**src/rtl/shift_seq_pkg.sv**
```systemverilog
// Shared types and widths for the shift sequencer and its shifter.
package shift_seq_pkg;

    localparam int DATA_W   = 4;
    localparam int AMT_W    = 3;
    localparam int STEP_MAX = 3;

    typedef enum logic [1:0] {
        IDLE  = 2'd0,
        SHIFT = 2'd1,
        DONE  = 2'd2
    } state_e;

    // Largest pass the shifter can take from the remaining amount.
    function automatic logic [1:0] pass_step(input logic [AMT_W-1:0] rem);
        return (rem > AMT_W'(STEP_MAX)) ? 2'(STEP_MAX) : rem[1:0];
    endfunction

endpackage

```
**src/rtl/shifter.sv**
```systemverilog
// Purpose: 4-bit logical shifter, one pass of 0..3 positions, left or right.
// Latency: combinational.
// Backpressure: none; shamt 0 passes data_in through unchanged.
module shifter
    import shift_seq_pkg::*;
(
    input  logic [DATA_W-1:0] data_in,
    input  logic              sr,
    input  logic [1:0]        shamt,
    output logic [DATA_W-1:0] data_out
);

    always_comb begin
        data_out = data_in;
        if (shamt != 2'd0) begin
            data_out = sr ? (data_in >> shamt) : (data_in << shamt);
        end
    end

endmodule

```
**src/rtl/shift_sequencer.sv**
```systemverilog
// Purpose: shares one shifter between two requesters, splitting amounts 0..7 into passes of <=3.
// Latency: accept to resp_valid is ceil(amt/3)+1 cycles (1 cycle for amt 0).
// Backpressure: readies are low outside IDLE; the result holds in DONE until resp_ready.
module shift_sequencer
    import shift_seq_pkg::*;
(
    input  logic              clk,
    input  logic              rst,
    input  logic              req0_valid,
    output logic              req0_ready,
    input  logic [DATA_W-1:0] req0_data,
    input  logic              req0_sr,
    input  logic [AMT_W-1:0]  req0_amt,
    input  logic              req1_valid,
    output logic              req1_ready,
    input  logic [DATA_W-1:0] req1_data,
    input  logic              req1_sr,
    input  logic [AMT_W-1:0]  req1_amt,
    output logic              resp_valid,
    input  logic              resp_ready,
    output logic              resp_id,
    output logic [DATA_W-1:0] resp_data
);

    state_e              state_q, state_d;
    logic [DATA_W-1:0]   acc_q, acc_d;
    logic                sr_q, sr_d;
    logic [AMT_W-1:0]    rem_q, rem_d;
    logic                id_q, id_d;
    logic                last_grant_q, last_grant_d;

    logic                gnt_id;
    logic                idle_ok;
    logic [1:0]          step;
    logic [1:0]          shamt;
    logic [DATA_W-1:0]   sh_out;
    logic [AMT_W-1:0]    gnt_amt;

    shifter u_shifter (
        .data_in  (acc_q),
        .sr       (sr_q),
        .shamt    (shamt),
        .data_out (sh_out)
    );

    // Round-robin pointer: on a tie the requester not granted last wins.
    always_comb begin
        gnt_id     = (req0_valid && req1_valid) ? ~last_grant_q : ~req0_valid;
        idle_ok    = (state_q == IDLE) && !rst;
        req0_ready = idle_ok && req0_valid && !gnt_id;
        req1_ready = idle_ok && req1_valid && gnt_id;
        gnt_amt    = gnt_id ? req1_amt : req0_amt;
        step       = pass_step(rem_q);
        // The shifter never sees shamt 0; outside SHIFT its output is unused.
        shamt      = (state_q == SHIFT) ? step : 2'd1;
    end

    always_comb begin
        state_d      = state_q;
        acc_d        = acc_q;
        sr_d         = sr_q;
        rem_d        = rem_q;
        id_d         = id_q;
        last_grant_d = last_grant_q;
        case (state_q)
            IDLE: begin
                if (req0_ready || req1_ready) begin
                    acc_d        = gnt_id ? req1_data : req0_data;
                    sr_d         = gnt_id ? req1_sr : req0_sr;
                    rem_d        = gnt_amt;
                    id_d         = gnt_id;
                    last_grant_d = gnt_id;
                    state_d      = (gnt_amt == '0) ? DONE : SHIFT;
                end
            end
            SHIFT: begin
                acc_d = sh_out;
                rem_d = rem_q - {1'b0, step};
                if (rem_q <= AMT_W'(STEP_MAX)) begin
                    state_d = DONE;
                end
            end
            DONE: begin
                if (resp_ready) begin
                    state_d = IDLE;
                end
            end
            default: state_d = IDLE;
        endcase
    end

    always_ff @(posedge clk) begin
        if (rst) begin
            state_q      <= IDLE;
            acc_q        <= '0;
            sr_q         <= 1'b0;
            rem_q        <= '0;
            id_q         <= 1'b0;
            last_grant_q <= 1'b1;
        end else begin
            state_q      <= state_d;
            acc_q        <= acc_d;
            sr_q         <= sr_d;
            rem_q        <= rem_d;
            id_q         <= id_d;
            last_grant_q <= last_grant_d;
        end
    end

    assign resp_valid = (state_q == DONE);
    assign resp_data  = acc_q;
    assign resp_id    = id_q;

endmodule

```
**config.mk**
```make
export PLATFORM = sky130hd
export DESIGN_NAME = shift_sequencer
export DESIGN_NICKNAME = d
export VERILOG_FILES = /design/src/rtl/shift_seq_pkg.sv /design/src/rtl/shifter.sv /design/src/rtl/shift_sequencer.sv
export SDC_FILE = /design/constraint.sdc
export NUM_CORES = 1
export LEC_CHECK = 0
export ABC_AREA = 1
export CAP_MARGIN = 0
export CORE_MARGIN = 8
export CORE_UTILIZATION = 50
export CTS_CLUSTER_DIAMETER = 60
export DETAILED_ROUTE_END_ITERATION = 10
export HOLD_SLACK_MARGIN = 0.12
export PLACE_DENSITY = 0.91
export SYNTH_ARGS = -nofsm -noshare
export SYNTH_HDL_FRONTEND = slang
export SYNTH_SLANG_ARGS = --single-unit
```
**constraint.sdc**
```tcl
create_clock -name clk -period 4.2 [get_ports clk]
set_input_delay 0.63 -clock clk [delete_from_list [all_inputs] [get_ports clk]]
set_output_delay 0.63 -clock clk [all_outputs]
set_load 0.01 [all_outputs]
```
==> metrics.cfg <==
[worst_setup_path]
cp_data_arrival_time_ns=2.43
end_kind=primary output
cp_max_fo=12
slowest_delay_ns=0.63
worstSetupPathType=primary input to primary output
crit_start=rst
worstPathRequired_ns=3.57
cp_slowest_cell=clkdlybuf4s50_1
cpLargestDelayFamily=buffers and inverters
reg2reg_from=rem_q[2]$_SDFFE_PP0P_
crit_path_start_kind=primary input
cpMostUsedCell=clkdlybuf4s50_1
crit_chain=clkdlybuf4s50_1, inv_1, nand3_1, nor2_1, clkdlybuf4s50_1
crit_buf_inv=3

[clocking]
post_cts_resized=0
ctsHoldBuffers=0
cts_tree=built
clock-sinks=12
clk_latency_ns=0.27
cts.clk_slew.worst_paths_ns=0.08
cts_root_buf=clkbuf_4
htreeDepth=1
numCtsBuffers=3
clock_path_buffers=2
postCtsSetupBuffers=0

[logic_synthesis]
netlist_area_um2=958
ys_ff_latch=12
synth_top_area_cell=dfxtp_1
avgSynthCellArea_um2=5.84
synthTopCellsByCount=52 x nand2_1, 22 x nor2_1, 20 x inv_1
ys_seq_area_frac=0.251
synth-async-reset-ratio=0
syn_inst=164
synth_top_area_share=0.251
syn-num-nets=186
yosys.cell_count.top_type=nand2_1
synth_area_leaders=dfxtp_1 25%, nand2_1 20%, nor2_1 8.6%
synth_cell_type_count=24
ys_warn_count=0
synthFlopType=dfxtp_1
synth_edf_count=0

[global_routing]
use_met2=0.291
grt_max_degree=14
gr-usage-met1=0.134
met3_usage=0.0344
grt.total_usage=0.152
antenna_found_initial=0
grt_pass1_wl_um=4180
busiest_layer=met2
grt_overflow=0
grt_pass1_vias=1094

[power_and_ir_drop]
powerDensity_nw_per_um2=537
p_sw_frac=0.492
pwr-share-clk=0.103
total_power_w=0.000682
p_sw_w=0.000336
combPwrFrac=0.619
intPower_w=0.000347
vdd_ir_drop_max_uv=409
p_seq_frac=0.278
cellLeakagePower_nw=0.591

[sta]
maxSlewHeadroom=0.673
setup_slack_ns=1.14
post-route-period-util=0.729
fin_setup_tns_ns=0
max_freq_ghz=0.326
hold_viol_final=0
maxSlewViolCount=0
period_needed_ns=3.06
setup_viol=0
clock_skew_ns=0.00823
hold_slack_ns=0.515
worst_pin_slew_ns=0.489
grt_setup_unrepaired=false

[finish]
diodes=0
syn2layout_area_growth_pct=32.6
fin_nets=216
fillerInstances=187
multi_input_area_um2=616
final_layout_size_suffix_gt1_frac=0.0833
seqCellArea_um2=240

[routing]
vias_per_cell=5.18
drtIter0Drc=22
routedWlPerCell_um=12.1
drt_wl_total_um=2650
drc_errors=0
dr.pass1.iters=4
postRouteAntennaNets=0
num_vias=1134

[floorplan]
die_w_um=59.8
io_pins=29
rows=16
initial_utilization=0.509
die_h_um=59.8
die-area_um2=3570
core_area_um2=1880

[placed_design]
io_buffers=28
gp_congestion=0.878
dp_slack_ns=1.19
dp_hpwl_um=2200

[min_path]
min-delay-start=resp_data[0]$_SDFFE_PP0P_
worstHoldPathType=register to register

[outcome]
outcome=completed

[job]
maxCapViolations=0

## metrics by stage
step | std cells | area [um^2] | util
after floorplan | 164 | 958 | -
after global placement | 216 | 1250 | 0.664
after detailed placement | 216 | 1250 | 0.664
after CTS | 219 | 1270 | 0.676
after global routing | 219 | 1270 | 0.676
final | 219 | 1270 | 0.676
## final cells by class
cell class,instances,area share
Sequential cell,12,0.189
Multi-Input combinational cell,128,0.484
Inverter,21,0.0620
Tap cell,27,0.0266
Timing Repair Buffer,28,0.220
Clock buffer,3,0.0177
## tightest hold or removal path, cell delays in order (launching register included)
cell     delay, ns
dfxtp_1       0.34
nand2_1       0.07
a21oi_1       0.06
## power by group through the flow
stage / Clock, W / Sequential (W) / Combinational [W]
floorplan: 0 / 0.000190 / 0.000302
global placement: 0 / 0.000188 / 0.000404
detailed placement: 0 / 0.000191 / 0.000420
CTS: 0.0000714 / 0.000188 / 0.000422
global route: 0.0000788 / 0.000194 / 0.000471
finish: 0.0000704 / 0.000189 / 0.000422
## sequential cells by signal, summed over array words and instances (netlist names)
register      cells
resp_data         4
rem_q             3
state_q           2
last_grant_q      1
resp_id           1
sr_q              1
## routing by layer
layer	wire, um	part of all wire	vias to the layer above
li1	-	-	575
met1	1040	0.39	506
met2	1370	0.52	44
met3	163	0.061	9
met4	79	0.030	0
met5	0	0	-
## worst paths after layout
check	to	slack, ns	depth (start not counted)
worst max register to register	rem_q[2]$_SDFFE_PP0P_	2.56	7
worst min register to register	resp_data[0]$_SDFFE_PP0P_	0.51	2
worst max-delay path	req1_ready	1.14	5
worst min-delay path	resp_data[0]$_SDFFE_PP0P_	0.51	2
## cell families (layout without fill, tap and decap cells)
group,count (synthesis),after routing,share of synthesized area
DFF,12,12,0.251
xor gates and xnor gates,1,1,0.00914
AOI/OAI and AO/OA,27,27,0.162
buffers and inverters,24,52,0.107
and+or+nand+nor,99,99,0.458
adders and majority gates,1,1,0.0131
## layout by cell type (no fill, tap or decap), types with 2 or more instances in the layout
cell type,instances
nand2_2,2
nor2_4,2
nor2_1,22
clkdlybuf4s50_1,28
nand3_1,15
o21ai_0,6
nand2_1,52
inv_1,20
nand2_4,2
nor2_2,2
dfxtp_1,12
a21oi_1,16
clkbuf_4,3
Power figures use the tool's default switching activity.
